--- src/rtl/pwm_fade_ctrl_if.sv ---
// Command handshake between the control logic (buttons / UART decoder) and
// pwm_fade_ctrl. The master offers a target duty; the slave takes it when
// cmd_valid and cmd_ready are both high on a clock edge.
interface pwm_fade_ctrl_if;
  logic       cmd_valid;
  logic [7:0] cmd_target;
  logic       cmd_ready;

  modport master (output cmd_valid, output cmd_target, input cmd_ready);
  modport slave  (input cmd_valid, input cmd_target, output cmd_ready);
endinterface

--- src/rtl/pwm_fade_ctrl.sv ---
// Duty-cycle sequencer for the PWM block. It accepts a target duty over the
// cmd handshake and ramps on_time toward it by one sample every STEP_PERIODS
// PWM periods. on_time only changes on the edge that ends a pcnt==SAMPLES
// cycle, so every PWM period runs with a single, glitch-free duty.
//
// Optional feature macro: PWM_FADE_CLAMP_EN
//   defined   - targets above SAMPLES are latched as SAMPLES (ramp stops at 100%)
//   undefined - targets are latched unmodified
module pwm_fade_ctrl #(
  parameter int unsigned SAMPLES      = 200,  // PWM period is SAMPLES+1 clocks
  parameter int unsigned STEP_PERIODS = 4     // PWM periods per ramp step, 1..255
) (
  input  logic                  clk,
  input  logic                  rst,
  pwm_fade_ctrl_if.slave        cmd,
  input  logic                  stop,
  output logic [7:0]            on_time,
  output logic                  busy,
  output logic                  done,
  output logic                  period_start
);

  localparam logic [7:0] LAST_SAMPLE = 8'(SAMPLES);
  localparam logic [7:0] LAST_STEP   = 8'(STEP_PERIODS - 1);

  typedef enum logic [1:0] {
    IDLE = 2'd0,
    UP   = 2'd1,
    DOWN = 2'd2
  } state_t;

  state_t     state;
  state_t     next_state;
  logic [7:0] pcnt;
  logic [7:0] scnt;
  logic [7:0] target;
  logic [7:0] next_target;
  logic [7:0] next_on_time;
  logic [7:0] cmd_target_eff;
  logic [7:0] on_time_inc;
  logic [7:0] on_time_dec;
  logic       next_done;
  logic       period_tick;
  logic       step_tick;
  logic       accept;

  assign period_tick  = (pcnt == LAST_SAMPLE);
  assign step_tick    = period_tick && (scnt == LAST_STEP);
  assign period_start = period_tick;

  assign cmd.cmd_ready = (state == IDLE);
  assign busy          = (state != IDLE);
  assign accept        = cmd.cmd_valid && cmd.cmd_ready;

  assign on_time_inc = on_time + 8'd1;
  assign on_time_dec = on_time - 8'd1;

`ifdef PWM_FADE_CLAMP_EN
  // Never ask the PWM for more than a full period of on-time.
  assign cmd_target_eff = (cmd.cmd_target > LAST_SAMPLE) ? LAST_SAMPLE : cmd.cmd_target;
`else
  assign cmd_target_eff = cmd.cmd_target;
`endif

  // Free-running PWM period counter: 0..SAMPLES, then wrap.
  always_ff @(posedge clk) begin
    // NOTE: sequential state uses non-blocking assignments so every register
    // samples pre-edge values, independent of process ordering.
    if (rst) begin
      pcnt <= '0;
    end else if (period_tick) begin
      pcnt <= '0;
    end else begin
      pcnt <= pcnt + 8'd1;
    end
  end

  // Step counter: counts period ticks, restarts on each accepted command.
  always_ff @(posedge clk) begin
    if (rst) begin
      scnt <= '0;
    end else if (accept) begin
      scnt <= '0;
    end else if (step_tick) begin
      scnt <= '0;
    end else if (period_tick) begin
      scnt <= scnt + 8'd1;
    end
  end

  // FSM registers: state, latched target, duty output and done pulse.
  always_ff @(posedge clk) begin
    if (rst) begin
      state   <= IDLE;
      on_time <= '0;
      // NOTE: target is only consulted while ramping, but it is still reset so
      // a reset mid-ramp provably discards whatever command was pending.
      target  <= '0;
      done    <= 1'b0;
    end else begin
      state   <= next_state;
      on_time <= next_on_time;
      target  <= next_target;
      done    <= next_done;
    end
  end

  // Next-state logic: accept in IDLE, one-sample steps in UP/DOWN, stop wins.
  always_comb begin
    // NOTE: every output of this block gets a default first, so no path
    // through the case statement can leave one unassigned and infer a latch.
    next_state   = state;
    next_on_time = on_time;
    next_target  = target;
    next_done    = 1'b0;

    unique case (state)
      IDLE: begin
        if (accept) begin
          next_target = cmd_target_eff;
          if (cmd_target_eff > on_time) begin
            next_state = UP;
          end else if (cmd_target_eff < on_time) begin
            next_state = DOWN;
          end else begin
            next_done = 1'b1;
          end
        end
      end

      UP: begin
        if (stop) begin
          next_state = IDLE;
        end else if (step_tick) begin
          next_on_time = on_time_inc;
          if (on_time_inc == target) begin
            next_state = IDLE;
            next_done  = 1'b1;
          end
        end
      end

      DOWN: begin
        if (stop) begin
          next_state = IDLE;
        end else if (step_tick) begin
          next_on_time = on_time_dec;
          if (on_time_dec == target) begin
            next_state = IDLE;
            next_done  = 1'b1;
          end
        end
      end

      default: begin
        next_state = IDLE;
      end
    endcase
  end

endmodule

--- src/flat_wrapper.sv ---
// flat-port wrapper written by rule: the top's interface ports become plain ports
module pwm_fade_ctrl_flat 
#(
  parameter int unsigned SAMPLES      = 200,                                   
  parameter int unsigned STEP_PERIODS = 4                                         
)
  (clk, rst, stop, on_time, busy, done, period_start, cmd_cmd_valid, cmd_cmd_target, cmd_cmd_ready);
  pwm_fade_ctrl_if cmd_i ();
  input  logic clk;
  input  logic rst;
  input  logic stop;
  output logic [7:0] on_time;
  output logic busy;
  output logic done;
  output logic period_start;
  input wire logic [$bits(cmd_i.cmd_valid)-1:0] cmd_cmd_valid;
  input wire logic [$bits(cmd_i.cmd_target)-1:0] cmd_cmd_target;
  output wire logic [$bits(cmd_i.cmd_ready)-1:0] cmd_cmd_ready;
  assign cmd_i.cmd_valid = cmd_cmd_valid;
  assign cmd_i.cmd_target = cmd_cmd_target;
  assign cmd_cmd_ready = cmd_i.cmd_ready;
  pwm_fade_ctrl #(.SAMPLES(SAMPLES), .STEP_PERIODS(STEP_PERIODS)) u_core (.clk(clk), .rst(rst), .cmd(cmd_i), .stop(stop), .on_time(on_time), .busy(busy), .done(done), .period_start(period_start));
endmodule
--- config.mk ---
export PLATFORM = sky130hd
export DESIGN_NAME = pwm_fade_ctrl_flat
export DESIGN_NICKNAME = d
export VERILOG_FILES = /design/src/rtl/pwm_fade_ctrl_if.sv /design/src/rtl/pwm_fade_ctrl.sv /design/src/flat_wrapper.sv
export SDC_FILE = /design/constraint.sdc
export NUM_CORES = 1
export LEC_CHECK = 0
export CORE_UTILIZATION = 56
export CTS_BUF_LIST = sky130_fd_sc_hd__clkbuf_8 sky130_fd_sc_hd__clkbuf_16
export DETAILED_ROUTE_END_ITERATION = 7
export PLACE_DENSITY = 0.81
export SLEW_MARGIN = 20
export SYNTH_ARGS = -nofsm -noshare
export SYNTH_HDL_FRONTEND = slang
export SYNTH_SLANG_ARGS = --single-unit
--- constraint.sdc ---
create_clock -name clk -period 5.6 [get_ports clk]
set_input_delay 1.68 -clock clk [delete_from_list [all_inputs] [get_ports clk]]
set_output_delay 1.68 -clock clk [all_outputs]
set_load 0.01 [all_outputs]
### Word-level counts from Yosys, hierarchy flattened

Cells that the tools add are included.

* register bits after elaboration: 35
* bits of input ports: 12
* output and inout port bits: 12
* logic and storage cells: 63

* add/sub/neg operators: 4
* $lt $le $gt $ge: 2
* eq/ne operators: 16
* multiplexer cells: 25
* reductions and logical operators: 10

Operators with widths (count)
* 8-bit two-way mux: 4
* 8-bit by 1-bit adder with 8-bit output, second input constant: 3
* 2-bit two-way mux: 9
* 8-bit equality test: 2
* 8-bit one-hot mux with 2 select lines: 1
* 3-bit by 2-bit inequality test with 1-bit output, second input constant: 4
* 1-bit two-way mux: 9
* 8-bit by 2-bit equality test with 1-bit output, second input constant: 1
* 8-bit equality test, second input constant: 1
* 8-bit > comparator: 1
* 8-bit less-than comparator: 1
* 8-bit by 1-bit subtractor with 8-bit output, second input constant: 1
* 2-bit inequality test, second input constant: 3
* 2-bit one-hot mux with 3 select lines: 1
* 6-bit AND reduction: 1
* 5-bit AND reduction: 1
* 2-bit by 1-bit inequality test with 1-bit output, second input constant: 2
* 2-bit nonzero test: 2
* 3-bit inequality test, second input constant: 1
* 1-bit one-hot mux with 3 select lines: 1
* 3-bit OR reduction: 1
* 2-bit by 1-bit equality test with 1-bit output, second input constant: 1
* 2-bit equality test, second input constant: 1
* 1-bit logical AND: 2
* other kinds (3): 3

### Logic depth before layout (Yosys ltp)

* depth in word-level cells: 6
* gate-level depth with buffers: 9

### Worst setup path before layout

OpenSTA, ideal clock, no wires.

* path kind: in2reg
* start point: in cmd_cmd_target[1]
* end point: reg u_core.state[0]
* library setup time: 60 ps
* arrival: 2871 ps
* required time: 5540 ps
* setup slack: 2669 ps
* stages on the path: 7
* buffers on the path: 0
* cells stage by stage: ha_1 -> nor2b_1 -> o211a_1 -> o31ai_1 -> a21oi_1 -> nor3_1 -> and3_1

* longest elaborated chain between the ends: 4
* elaborated cells on any way between the ends: 7

RTL lines
* from (decl): RTL line flat_wrapper.sv:17 `input wire logic [$bits(cmd_i.cmd_target)-1:0] cmd_cmd_target;`
* 8-bit > comparator: RTL line pwm_fade_ctrl.sv:121 `if (cmd_target_eff > on_time) begin`
* 2-bit two-way mux: RTL line pwm_fade_ctrl.sv:121
* 2-bit two-way mux: RTL line pwm_fade_ctrl.sv:119 `if (accept) begin`
* 2-bit one-hot mux with 3 select lines: RTL line pwm_fade_ctrl.sv:117 `unique case (state)`
* to (signal assigned): RTL line pwm_fade_ctrl.sv:101 `state <= next_state;`
* to (decl): RTL line pwm_fade_ctrl.sv:32 `state_t state;`

Several ways; a longest one is shown, not always the timed one. The select of a mux whose other input is x is not followed.
A chain may end at the register's enable or synchronous reset.

### Worst setup path after layout

* start point: reg u_core.pcnt[4]
* end point: out period_start

* longest elaborated chain between the ends: 1

RTL lines
* from (decl): RTL line pwm_fade_ctrl.sv:34 `logic [7:0] pcnt;`
* from (signal assigned): RTL line pwm_fade_ctrl.sv:74 `pcnt <= pcnt + 8'd1;`
* 8-bit equality test: RTL line pwm_fade_ctrl.sv:47 `assign period_tick = (pcnt == LAST_SAMPLE);`
* to (decl): RTL line flat_wrapper.sv:15 `output logic period_start;`

No other way between the ends.

==> impl_summary.txt <==
----------------------------------------------------
[Min path]
  Class of the most critical hold timing path ... register to register
  Min-Delay Path Depth ... 1
  HP Start ... u_core.pcnt[0]

[Floorplanning]
  Row count ... 22
  Total I/O pin count ... 24
  Die area ... 4190 um^2
  Floorplan die width ... 64.7 um
  Die Y ... around 65 um
  Core region area ... 3720 um^2
  Initial Utilization ... 0.593

[Yosys]
  FFs w/ async S/R, synth ... 0
  Post-Synth XOR/XNOR Area ... 0.143
  Synthesized area per cell ... 7.95 um^2
  Most used flip-flop cell after synthesis ... dfxtp_1
  Cell area after synthesis ... 2200 um^2
  Compound-Gate Fraction of Synth Area ... 0.0994
  Cell count after synthesis ... 277
  Sequential-to-total area share from yosys stat ... 0.318
  Top cell type's share of synthesized area ... 0.318
  Adder and majority cell fraction of the synthesized area ... 0.0739
  Warnings, synthesis ... 0
  Post-synthesis simple-gate area fraction ... 0.299
  Area contributors post-synth ... dfxtp_1, xnor2_1, ha_1
  Count of flip-flops with a built-in enable after synthesis ... 0
  #FFs+latches synth ... 35
  Cell taking the most area after synthesis ... dfxtp_1
  Post-synthesis cell type count ... 49
  Post-Synthesis Net Count ... 302
  Combinational family with the most area after synthesis ... simple AND/OR/NAND/NOR gates
  Fraction of synthesized area in multiplexers ... 0.00966

[Clocking]
  Reg clk slew, reported paths ... 0.07 ns
  Number of sinks handled by clock tree synthesis ... 35
  Clock tree from TritonCTS ... built
  Worst-skew pair later-pin latency ... roughly 0.29 ns
  Total clock buffers created by CTS ... 5
  Maximum level of the CTS H-tree ... 2
  Number of gates resized after CTS ... 0
  Hold buffer count at CTS ... 0
  Clock root buffer ... clkbuf_8
  Buffer depth of the longest clock path ... 2
  Number of buffers inserted by post-CTS setup repair ... 0

[Global routing]
  Tot GR Track Use ... 0.245
  Largest net degree at the start of global routing ... 23
  Number of global-route vias before repair ... 1750
  Antenna violations before repair ... 0
  Total grt overflow ... 0
  First-pass GRT wire length ... 7850 um

[Place]
  Routability-driven placement congestion ratio ... 0.887
  Detailed-placement wirelength estimate ... 3350 um
  Total of buffers placed on input and output ports ... 23
  Placed instance area ... roughly 2400 um^2

[Timing]
  Final worst-path cycle share ... 0.647
  Transition time of the tightest slew-check pin ... 0.809 ns
  Worst rel slew slack ... 0.459
  Unrepaired setup endpoints after global routing ... no
  Number of pins exceeding their max-slew limit in the final report ... 0
  Final hold viol count ... 0
  Final setup vio count ... 0
  Final critical-path required period ... 3.62 ns
  Skew final ... a little over 0.007 ns
  Final setup TNS ... 0 ns
  Achievable frequency ... 0.276 GHz

[Setup path]
  Maximum cell stage delay along the critical path ... 0.59 ns
  Crit path kind ... register to output port
  Startpoint Class ... register
  Cells along the critical path ... and4bb_1 > and4b_1 > clkdlybuf4s50_1
  Required @ worst endpoint ... 3.92 ns
  Kind of cell adding the most delay to the critical path ... simple AND/OR/NAND/NOR gates
  Endpoint class of the critical path ... output port
  Largest fanout on the critical path ... 6
  CP Buf/Inv Count ... 1
  Cell with the largest stage delay on the worst path ... clkdlybuf4s50_1
  CP Data Arrival Time ... 1.94 ns
  R2R cell count ... 8
  Total number of cells along the worst setup path ... 3
  Reg2reg start ... u_core.on_time[0]
  Worst setup path start ... u_core.pcnt[4]

[Layout]
  Ratio of cells with drive above 1 in the final layout ... 0.0709
  Area taken by flip-flops and latches ... 701 um^2
  Layout overhead on the synthesized area ... 13.9%
  Fill cell total of the finished layout ... 318
  Antenna fix cells ... 0
  Final standard cell area without fillers ... ~2500 um^2
  Total Nets Final ... 320
  Footprint of the multi-input gates ... 1380 um^2

[Detailed routing]
  Vias after detailed routing ... about 1900
  Vias per Instance ... 5.54
  Remaining design rule violation count ... 0
  Final wirelength ... 4580 um
  Average routed wire per standard cell ... 13.3 um
  Initial DRT Pass Iterations ... 4
  Final ANT Viol Nets ... 0
  Detailed router's first-iteration violation count ... between 100 and 150

[Pwr]
  Power per cell area ... 204 nW/um^2
  Max rail drop VDD ... 0.132 mV
  Leakage power figure ... 0.965 nW

[Run]
  Count of max-cap constraint violations ... 0

[Run status]
  Run status ... finished clean

----------------------------------------------------
-- flip-flops by register name, indices dropped and copies added (netlist names) --
name            flops
u_core.on_time      8
u_core.target       8
u_core.state        2
u_core.pcnt         8
u_core.done         1
u_core.scnt         8
-- per-layer routing --
metal / GRT usage / routed length, um / vias up
met4: 0.0944 / 83 / 0
met5: 0 / 0 / -
met1: 0.310 / 2220 / 879
met2: 0.395 / 2070 / 48
met3: 0.0634 / 217 / 7
li1: - / - / 972
-- cells by family after synthesis --
family / Yosys count
adder cells (fa/ha/maj): 13
multiplexers: 2
XOR/XNOR: 36
AO/OA/AOI/OAI: 35
flip-flops: 35
buffers and inverters: 27
AND/OR/NAND/NOR: 129
-- cell usage after synthesis, types with 7 or more instances --
library cell	n
nand2_1	34
nor3_1	7
nand3_1	10
nand4_1	8
inv_1	15
dfxtp_1	35
ha_1	13
nor2_1	40
a21oi_1	13
xor2_1	12
xnor2_1	24
-- stage by stage --
| step | power [W] | worst slack [ns] | util | hold WS [ns] | std cells |
|---|---|---|---|---|---|
| after floorplan | 0.000313 | 2.67 | - | 0.430 | 277 |
| after global placement | 0.000336 | 2.12 | 0.652 | 0.442 | 336 |
| after detailed placement | 0.000337 | 2.00 | 0.652 | 0.456 | 336 |
| after CTS | 0.000515 | 1.98 | 0.675 | 0.471 | 344 |
| after global routing | 0.000536 | 1.88 | 0.675 | 0.484 | 344 |
| final | 0.000513 | 1.98 | 0.675 | 0.462 | 344 |
-- cells in the final DEF, fill, tap and decap left out, types with 4 or more instances in the layout --
master / Yosys / final
nand2_1: 34 / 34
and3_1: 6 / 6
a21oi_1: 13 / 13
dfxtp_1: 35 / 35
clkdlybuf4s50_1: 0 / 23
clkbuf_8: 0 / 5
inv_1: 15 / 16
xor2_1: 12 / 12
nand4_1: 8 / 8
o21ai_0: 4 / 4
ha_1: 13 / 13
nand3_1: 10 / 10
xnor2_1: 24 / 24
nor3_1: 7 / 7
nor2_1: 40 / 40
-- power by group --
group	internal, W	switching, W
clock network	0.0000851	0.0000958
registers	0.000256	0.00000849
logic	0.0000313	0.0000359
total	0.000373	0.000140
-- final cells by class --
class                           count  area share
Multi-Input combinational cell    215       0.549
Sequential cell                    35       0.279
Timing Repair Buffer               23      0.0918
Clock buffer                        5      0.0274
Tap cell                           48      0.0239
Inverter                           15      0.0224
Clock inverter                      3     0.00648
-- final timing paths --
check               endpoint  slack [ns]
max             period_start        1.98
min           u_core.pcnt[0]        0.46
max reg2reg  u_core.state[1]        3.22
min reg2reg   u_core.pcnt[0]        0.46
Power figures use the tool's default switching activity.
